**src/rtl/midi_mono_voice_pkg.sv**
```systemverilog
// Shared types, MIDI constants and the octave-9 frequency table for the mono voice.
// Latency: n/a (package only).
// Backpressure: n/a.
//
// note_t / velocity_t   : 7-bit MIDI data values
// frequency_t           : nco phase increment, FREQUENCY_FRACTIONAL_BITS fraction bits
// MIDI_BASE_FREQ        : frequencies of notes 120..131 (C9..B9), rounded to the LSB
package midi_mono_voice_pkg;

    typedef logic [6:0] note_t;
    typedef logic [6:0] velocity_t;

    localparam int FREQUENCY_FRACTIONAL_BITS = 8;
    localparam int FREQUENCY_WIDTH           = 24;
    typedef logic [FREQUENCY_WIDTH-1:0] frequency_t;

    // Upper nibble of channel-voice status bytes
    localparam logic [3:0] MIDI_NOTE_OFF      = 4'h8;
    localparam logic [3:0] MIDI_NOTE_ON       = 4'h9;
    localparam logic [3:0] MIDI_CC            = 4'hB;
    localparam logic [3:0] MIDI_PROGRAM       = 4'hC;
    localparam logic [3:0] MIDI_CHAN_PRESSURE = 4'hD;
    localparam logic [6:0] MIDI_ALL_NOTES_OFF = 7'd123;

    typedef enum logic [2:0] {
        P_IDLE,
        P_D1,
        P_D2,
        P_SKIP1,
        P_SKIP2
    } parse_state_e;

    // Hz * 2^8 for MIDI notes 120..131; lower octaves are right shifts of these.
    localparam frequency_t MIDI_BASE_FREQ [12] = '{
        24'd2143237, 24'd2270680, 24'd2405702, 24'd2548752,
        24'd2700309, 24'd2860878, 24'd3030994, 24'd3211227,
        24'd3402176, 24'd3604480, 24'd3818814, 24'd4045892
    };

    // Note 127 lives in octave 10, so the shift never goes negative.
    function automatic frequency_t note_to_freq(input note_t n);
        logic [3:0] semi;
        logic [3:0] oct;
        semi = 4'(n % 7'd12);
        oct  = 4'(n / 7'd12);
        return MIDI_BASE_FREQ[semi] >> (4'd10 - oct);
    endfunction

endpackage

```
**src/rtl/midi_note_stack.sv**
```systemverilog
// Last-note-priority held-note stack; entry 0 is the top (most recent) note.
// Latency: every op takes effect on the clock edge it is presented; top/empty are registered.
// Backpressure: none; push/remove/clear are accepted every cycle (clear wins, then push).
//
// clock_i, reset_i (async, active-low)
// push_i   : remove note_i if held, then place it on top; bottom entry falls off when full
// remove_i : remove note_i if held and close the gap; absent note is a no-op
// clear_i  : empty the stack
// top_o    : note in entry 0 (meaningful only while !empty_o)
// empty_o  : no notes held
module midi_note_stack
    import midi_mono_voice_pkg::*;
#(
    parameter int STACK_DEPTH = 8
) (
    input  logic       clock_i,
    input  logic       reset_i,
    input  logic       push_i,
    input  logic       remove_i,
    input  logic       clear_i,
    input  logic [6:0] note_i,
    output logic [6:0] top_o,
    output logic       empty_o
);

    note_t                   ent_q [STACK_DEPTH];
    note_t                   ent_d [STACK_DEPTH];
    logic [STACK_DEPTH-1:0]  vld_q;
    logic [STACK_DEPTH-1:0]  vld_d;
    logic [STACK_DEPTH-1:0]  match;
    // hit[i]: note_i is held somewhere in entries 0..i. Entries with hit set are
    // the ones that move when the matching entry is taken out.
    logic [STACK_DEPTH-1:0]  hit;

    always_comb begin
        match = '0;
        hit   = '0;
        for (int i = 0; i < STACK_DEPTH; i++) begin
            match[i] = vld_q[i] && (ent_q[i] == note_i);
        end
        hit[0] = match[0];
        for (int i = 1; i < STACK_DEPTH; i++) begin
            hit[i] = hit[i-1] | match[i];
        end
    end

    always_comb begin
        ent_d = ent_q;
        vld_d = vld_q;
        if (clear_i) begin
            vld_d = '0;
        end else if (push_i) begin
            // Shift down everything above the old copy (or everything if absent,
            // which pushes the bottom entry out).
            ent_d[0] = note_i;
            vld_d[0] = 1'b1;
            for (int i = 1; i < STACK_DEPTH; i++) begin
                if (!hit[i-1]) begin
                    ent_d[i] = ent_q[i-1];
                    vld_d[i] = vld_q[i-1];
                end
            end
        end else if (remove_i) begin
            // Pull up everything below the removed entry.
            for (int i = 0; i < STACK_DEPTH - 1; i++) begin
                if (hit[i]) begin
                    ent_d[i] = ent_q[i+1];
                    vld_d[i] = vld_q[i+1];
                end
            end
            if (hit[STACK_DEPTH-1]) begin
                vld_d[STACK_DEPTH-1] = 1'b0;
            end
        end
    end

    always_ff @(posedge clock_i or negedge reset_i) begin
        if (!reset_i) begin
            vld_q <= '0;
            for (int i = 0; i < STACK_DEPTH; i++) begin
                ent_q[i] <= '0;
            end
        end else begin
            vld_q <= vld_d;
            ent_q <= ent_d;
        end
    end

    assign top_o   = ent_q[0];
    assign empty_o = !vld_q[0];

endmodule

```
**src/rtl/midi_mono_voice.sv**
```systemverilog
// MIDI byte stream -> monophonic voice control (gate, note, velocity, retrig, nco increment).
// Latency: gate/note/velocity/retrig 1 clock after the final byte; freq 1 clock after note.
// Backpressure: none; one byte per cycle on rx_valid_i, every byte is consumed.
//
// clock_i, reset_i (async, active-low)   channel_i: MIDI channel accepted (0 = ch 1)
// rx_data_i/rx_valid_i: UART bytes       gate_o: notes held   note_o: top note (held at gate fall)
// velocity_o: last Note On velocity      retrig_o: top note changed while notes stay held
// freq_o: nco increment; only produced when MIDI_FREQ_LUT_EN is defined, otherwise 0
module midi_mono_voice
    import midi_mono_voice_pkg::*;
#(
    parameter int STACK_DEPTH = 8
) (
    input  logic                       clock_i,
    input  logic                       reset_i,
    input  logic [3:0]                 channel_i,
    input  logic [7:0]                 rx_data_i,
    input  logic                       rx_valid_i,
    output logic                       gate_o,
    output logic [6:0]                 note_o,
    output logic [6:0]                 velocity_o,
    output logic                       retrig_o,
    output logic [FREQUENCY_WIDTH-1:0] freq_o
);

    parse_state_e state_q;
    logic [3:0]   status_q;      // running status (upper nibble) of the accepted message
    note_t        data1_q;
    logic         skip2_q;       // skipped message carries two data bytes
    velocity_t    velocity_q;
    note_t        hold_q;        // last top note seen while the stack was non-empty
    logic         held_q;        // stack was non-empty last cycle

    logic [3:0] hi;
    logic       is_data, is_system, accept, short_msg;
    logic       exec, push, remove, clear;
    note_t      top;
    logic       empty;

    assign hi        = rx_data_i[7:4];
    assign is_data   = !rx_data_i[7];
    assign is_system = (hi == 4'hF);
    assign accept    = ((hi == MIDI_NOTE_OFF) || (hi == MIDI_NOTE_ON) || (hi == MIDI_CC))
                       && (rx_data_i[3:0] == channel_i);
    assign short_msg = (hi == MIDI_PROGRAM) || (hi == MIDI_CHAN_PRESSURE);

    // The second data byte is executed in its own cycle so the stack lands one clock later.
    assign exec   = rx_valid_i && is_data && (state_q == P_D2);
    assign push   = exec && (status_q == MIDI_NOTE_ON) && (rx_data_i[6:0] != 7'd0);
    assign remove = exec && ((status_q == MIDI_NOTE_OFF)
                             || ((status_q == MIDI_NOTE_ON) && (rx_data_i[6:0] == 7'd0)));
    assign clear  = exec && (status_q == MIDI_CC) && (data1_q == MIDI_ALL_NOTES_OFF);

    always_ff @(posedge clock_i or negedge reset_i) begin
        if (!reset_i) begin
            state_q    <= P_IDLE;
            status_q   <= '0;
            data1_q    <= '0;
            skip2_q    <= 1'b0;
            velocity_q <= '0;
        end else if (rx_valid_i) begin
            if (is_system) begin
                // Realtime (F8-FF) passes through untouched; F0-F7 kill running status.
                if (!rx_data_i[3]) begin
                    state_q <= P_IDLE;
                end
            end else if (!is_data) begin
                if (accept) begin
                    status_q <= hi;
                    state_q  <= P_D1;
                end else begin
                    skip2_q <= !short_msg;
                    state_q <= short_msg ? P_SKIP1 : P_SKIP2;
                end
            end else begin
                case (state_q)
                    P_D1: begin
                        data1_q <= rx_data_i[6:0];
                        state_q <= P_D2;
                    end
                    P_D2: begin
                        state_q <= P_D1;
                        if (push) begin
                            velocity_q <= rx_data_i[6:0];
                        end
                    end
                    P_SKIP1: state_q <= skip2_q ? P_SKIP2 : P_SKIP1;
                    P_SKIP2: state_q <= P_SKIP1;
                    default: state_q <= P_IDLE;
                endcase
            end
        end
    end

    midi_note_stack #(
        .STACK_DEPTH (STACK_DEPTH)
    ) u_stack (
        .clock_i  (clock_i),
        .reset_i  (reset_i),
        .push_i   (push),
        .remove_i (remove),
        .clear_i  (clear),
        .note_i   (data1_q),
        .top_o    (top),
        .empty_o  (empty)
    );

    always_ff @(posedge clock_i or negedge reset_i) begin
        if (!reset_i) begin
            hold_q <= '0;
            held_q <= 1'b0;
        end else begin
            held_q <= !empty;
            if (!empty) begin
                hold_q <= top;
            end
        end
    end

    assign gate_o     = !empty;
    assign note_o     = empty ? hold_q : top;
    assign velocity_o = velocity_q;
    // A fresh gate is not a retrigger; only a top change under a held gate is.
    assign retrig_o   = !empty && held_q && (top != hold_q);

`ifdef MIDI_FREQ_LUT_EN
    frequency_t freq_q;
    always_ff @(posedge clock_i or negedge reset_i) begin
        if (!reset_i) begin
            freq_q <= '0;
        end else if (gate_o) begin
            freq_q <= note_to_freq(note_o);
        end
    end
    assign freq_o = freq_q;
`else
    assign freq_o = '0;
`endif

endmodule
```
**config.mk**
```make
export PLATFORM = sky130hd
export DESIGN_NAME = midi_mono_voice
export DESIGN_NICKNAME = d
export VERILOG_FILES = /design/src/rtl/midi_mono_voice_pkg.sv /design/src/rtl/midi_note_stack.sv /design/src/rtl/midi_mono_voice.sv
export SDC_FILE = /design/constraint.sdc
export NUM_CORES = 1
export LEC_CHECK = 0
export ABC_AREA = 1
export BUFFER_PORTS_ARGS = -buffer_cell sky130_fd_sc_hd__buf_4
export CORE_ASPECT_RATIO = 0.5
export CORE_MARGIN = 2
export CORE_UTILIZATION = 55
export DETAILED_ROUTE_END_ITERATION = 16
export HOLD_SLACK_MARGIN = 0.05
export PLACE_DENSITY = 0.8
export SYNTH_ARGS = -nofsm -noshare
export SYNTH_HDL_FRONTEND = slang
export SYNTH_SLANG_ARGS = --single-unit
export TNS_END_PERCENT = 50
```
**constraint.sdc**
```tcl
create_clock -name clock_i -period 2.2 [get_ports clock_i]
set_input_delay 0.22 -clock clock_i [delete_from_list [all_inputs] [get_ports clock_i]]
set_output_delay 0.22 -clock clock_i [all_outputs]
set_load 0.05 [all_outputs]
```
# [Yosys cells after proc, flatten, opt, wreduce, memory -nomap -nowiden]
# Index checks and enable logic that the tools add are counted.
[word_totals] regBits=94 wordCells=119 output_inout_bits=40 in_bits=15
[classes] reduce_logical=38 mux=28 bitwise=11 eq_ne=25
[op_table] op="$mux 49" n=2
[op_table] op="$eq 7x7->1" n=8
[op_table] op="$mux 7" n=8
[op_table] op="$eq 4x4->1 const B" n=9
[op_table] op="$mux 8" n=3
[op_table] op="$logic_and 1x1->1" n=19
[op_table] op="$mux 3" n=6
[op_table] op="$pmux 3 s4" n=1
[op_table] op="$reduce_and 4->1" n=3
[op_table] op="$mux 1" n=8
[op_table] op="$reduce_and 2->1" n=4
[op_table] op="$eq 7x7->1 const B" n=1
[op_table] op="$logic_not 7->1" n=1
[op_table] op="$ne 7x7->1" n=1
[op_table] op="$or 1x1->1" n=7
[op_table] op="$reduce_bool 7->1" n=1
[op_table] op="$eq 3x2->1 const B" n=2
[op_table] op="$reduce_bool 3->1" n=2
[op_table] op="$reduce_and 5->1" n=1
[op_table] op="$eq 4x4->1" n=1
[op_table] op="$logic_or 1x1->1" n=4
[op_table] op="$not 1->1" n=4
[op_table] op="$eq 3x1->1 const B" n=1
[op_table] op="$eq 3x3->1 const B" n=1
[op_table] op="3 further kinds" n=4

# [Longest topological paths before layout]
[depth] depth_word=13 mapped_depth=18 depth_no_buf=16

# [Hierarchy]
# Synthesis repeated with hierarchy kept, for this count alone.
[hier_totals] cells_unflattened=904 hier_area_um2=6467.5
[by_module_without_submodules] module="midi_note_stack" cells_per_inst=672 seq_area_each_um2=1601.5 area_per_inst_um2=4674.5 n_inst=1
[by_module_without_submodules] module="midi_mono_voice" cells_per_inst=232 seq_area_each_um2=750.7 area_per_inst_um2=1793.0 n_inst=1

# [Worst setup path before layout]
# OpenSTA, ideal clock, no wires.
[synth_timing] path_type="register -> register" from="register u_stack.vld_q[0]" to="register hold_q[3]" arrival_ns=2.209 stages_incl_launch_ff=4 setup_ns=0.248 slack_ns=-0.257 path_buffers=1 path_cell_list="dfrtp_1 > inv_1 > clkbuf_1 > o21ai_0"
[synth_via] elab_chain_len=1
[synth_lines] element="start: declaration" line="midi_note_stack.sv:28" source="logic [STACK_DEPTH-1:0] vld_q;"
[synth_lines] element="start signal: assignment" line="midi_note_stack.sv:84" source="vld_q <= vld_d;"
[synth_lines] element="$mux 7"
[synth_lines] element="via note_o[3]" line="midi_mono_voice.sv:20" source="output logic [6:0] note_o,"
[synth_lines] element="end signal: assignment" line="midi_mono_voice.sv:115" source="hold_q <= top;"
[synth_lines] element="end: declaration" line="midi_mono_voice.sv:31" source="note_t hold_q;"
# The timed path passes the listed nets, and every way through them passes these cells.
# A chain may end at the register's enable or synchronous reset.

# [Worst setup path in the final report]
[layout_timing] from="register data1_q[5]" to="register u_stack.ent_q[7] in the netlist's numbering"
[layout_via] elab_chain_len=11
[layout_lines] element="start: declaration" line="midi_mono_voice.sv:28" source="note_t data1_q;"
[layout_lines] element="start signal: assignment" line="midi_mono_voice.sv:78" source="data1_q <= rx_data_i[6:0];"
[layout_lines] element="$eq 7x7->1" line="midi_note_stack.sv:39" source="match[i] = vld_q[i] && (ent_q[i] == note_i);"
[layout_lines] element="$logic_and 1x1->1" line="midi_note_stack.sv:39"
[layout_lines] element="$or 1x1->1 (6 in series)" line="midi_note_stack.sv:43" source="hit[i] = hit[i-1] | match[i];"
[layout_lines] element="$mux 7"
[layout_lines] element="$mux 49 (2 in series)"
[layout_lines] element="end signal: assignment" line="midi_note_stack.sv:85" source="ent_q <= ent_d;"
[layout_lines] element="end: declaration" line="midi_note_stack.sv:26" source="note_t ent_q [STACK_DEPTH];"
# Parallel ways exist; a longest one is shown, timed or not. The select of a mux whose other input is x is not followed.

==> summary.txt <==
post-route setup slack: 0.0673 ns
Cell Area, Synth: 6170 µm²
first-pass GRT wire length: 27.7 mm
Post-synth EDFFs: 0
Setup WS pre-CTS: -0.0228 ns
CP required: 2.44 ns
Synth Area in XOR/XNOR: 0.0355
routed length per instance: 15.8 µm
ys flop type: dfrtp_1
Netlist cell types: 42
Die Ht: 78.9 µm
placed insts: 1041
grt met2 use: 0.446
TNS Setup: 0 ns
fmax: 0.469 GHz
Compound-Gate Fraction of Synth Area: 0.170
dpl cell area: 6480 µm²
final hold vios: 0
Num CTS Buffers: 9
VDD IR-drop max: 0.401 mV
Final nets: 927
Power Density: 742 nW/µm²
Hold/Removal Path Class: input pin to flop
antenna cells: 0
crit end category: flop
Slew Viols, Final: 0
Cells after Synth: 879
Max Cap Violations: 0
Final ANT Viol Nets: 0
most used cell, CP: nand2_1
aggregate global routing overflow: 0
ranking of synthesized cells by area: dfrtp_1 (38%), nand2_1 (16%), o21ai_0 (8.7%)
CP max stage cell: dfrtp_1
Clk pin slew, worst setup/hold paths: 0.06 ns
CTS Buffer Depth: 2
Leakage: 3.43 nW
Area Overhead vs Synth: 12.3%
setup repair after global routing missed its margin: true
DRC Markers: 0
antenna violations before repair: 0
filler-free cell count of the finished design: 1061
period utilization: 0.969
Iteration-0 DRC Markers: 642
TritonCTS clock tree: done
final worst path period need: 2.13 ns
row cnt: 27
vias in the first global route: 5544
Core Area: 10900 µm²
CTS Root Cell: clkbuf_16
Synth async-reset ratio: 1.00
mux cell area share after synthesis: 0.00183
design area: 6920 µm²
Die Width: 154 µm
Tot GR Track Use: 0.288
Initial DRT Pass Iterations: 5
adder-cell share of the synthesized area: 0
Finish-stage setup viols: 0
#FFs+latches synth: 94
global route hottest layer: met2
Sw Pwr: 1.82 mW
grt met1 use: 0.410
largest family of logic cells by synthesized area: simple AND/OR/NAND/NOR gates
Slew headroom: 0.584
CP arrival: 2.37 ns
GP Congestion: 0.990
largest area contributor in the netlist: dfrtp_1
clock share of power: 0.317
clock sinks: 94
critical path's largest stage delay: 0.46 ns
worst setup path class: flop to flop
post-detail-place hpwl: 12.0 mm
WHS: 0.106 ns
Slew @ Worst Pin: 0.617 ns
register share of total power: 0.390
worst clock skew: 0.00384 ns
switching share of power: 0.354
post-synthesis sequential area ratio: 0.381
worst skew pair latency: 0.35 ns
internal power: 3.32 mW
status: finished, final reports clean
die area: 12100 µm²
Ports: 55
Crit Path Max Fanout: 16
worst-path cell chain: inv_4 > nand2_1 > nand2_1 > inv_1 > nand2_1 > nor2_1 > nand2_2 > nand3_4 > nor2_4 > nand4_4 > o21ai_1 > nand2_1 > nand2_1 > nand2_1
vias per cell: 5.64
most frequent cell after synthesis: nand2_1
share of post-route cells with drive strength above 1: 0.136
yosys warns: 0
Post-Syn Area per Cell: 7.01 µm²
top cell type's share of synthesized area: 0.381
GR Util met3: 0.0568
PortBufs: 30
startpoint type of the worst setup path: flop
top post-synthesis cells by count: nand2_1 (257), o21ai_0 (107), dfrtp_1 (94)
starting density of the core: 0.563
Simple-Gate Fraction of Synth Area: 0.280
Post-Route WL: 16.8 mm
combinational power share: 0.294
total number of vias: 5982
H-tree Lvls: 3
largest net degree at the start of global routing: 73
## path summary, 6_finish.rpt
path	endpoint	slack [ns]	startpoint	cells past startpoint
worst max-delay path	u_stack.ent_q[7]$_DFFE_PN0P_	0.07	data1_q[5]$_DFFE_PN0P_	14
worst min-delay path	status_q[0]$_DFFE_PN0P_	0.11	rx_data_i[4]	3
worst max register to register	u_stack.ent_q[7]$_DFFE_PN0P_	0.07	data1_q[5]$_DFFE_PN0P_	14
worst min register to register	status_q[3]$_DFFE_PN0P_	0.49	status_q[3]$_DFFE_PN0P_	1
max in group asynchronous	data1_q[4]$_DFFE_PN0P_	1.27	reset_i	3
min in group asynchronous	skip2_q$_DFFE_PN0P_	0.28	reset_i	2
## layer usage
metal	vias up	routed length (µm)	part of all wire
li1	2886	-	-
met1	2750	7610	0.45
met2	310	7270	0.43
met3	36	1530	0.091
met4	0	342	0.020
met5	-	0	0
## flip-flops by register name, summed over array words and instances (netlist names)
register,flops
held_q,1
u_stack.vld_q,8
u_stack.top_o,7
state_q,3
u_stack.ent_q,49
hold_q,7
data1_q,7
status_q,4
velocity_o,7
skip2_q,1
## repair_timing
action                                  in CTS  in global routing
hold buffers                                 1                  0
endpoints found under the setup margin       2                 42
resized for setup                            2                 31
pin swaps                                    0                  2
hold endpoints to repair                    16                  0
buffers inserted                             0                  4
## critical path, delay by kind of cell (launching register included)
family                 cells  cell delay, ns
and+or+nand+nor           11            1.13
DFF                        1            0.46
AOI/OAI and AO/OA          1            0.25
buffers and inverters      2            0.19
## final cells by class
type                    instances  area [µm²]
clock buffers                  12         267
clock inverters                 3        42.5
inverters                      96         373
flip-flops and latches         94        2360
multi-input cells             646        3160
well taps                     145         181
fillers                       979        4020
repair buffers                 65         543
## through the flow
| stage | util | power [mW] |
|---|---|---|
| after floorplan | - | 3.00 |
| after global placement | 0.592 | 3.39 |
| after detailed placement | 0.592 | 3.43 |
| after CTS | 0.621 | 5.07 |
| after global routing | 0.632 | 5.38 |
| final | 0.632 | 5.13 |
## placed cells by master (no fill, tap or decap), types with 4 or more instances in the layout
cell / count
xor2_1: 11
o21ai_0: 99
dfrtp_1: 89
a31oi_1: 6
a21oi_1: 22
xnor2_1: 12
clkbuf_16: 9
nand2_2: 5
nand4_1: 15
o211ai_1: 5
buf_4: 57
inv_2: 5
nand2_1: 255
nand3_1: 39
buf_6: 4
nor2_2: 6
nor4_1: 4
o22ai_1: 23
nor3_1: 5
or2_2: 4
dfrtp_2: 5
nor2_1: 59
inv_1: 87
conb_1: 24
o21ai_1: 30
## power groups by stage
stage	logic [mW]	clock network, mW	registers [mW]
final	1.51	1.63	2.00
after CTS	1.43	1.66	1.98
after detailed placement	1.42	0	2.01
after floorplan	1.09	0	1.92
after global placement	1.39	0	2.00
after global routing	1.63	1.73	2.01
## cell families after synthesis
group / count (synthesis)
buffers and inverters: 162
multiplexers: 1
other: 1
XOR/XNOR: 25
flip-flops: 94
AND/OR/NAND/NOR: 402
AO/OA/AOI/OAI: 194
Note: power is estimated with default switching activity, not from simulation.
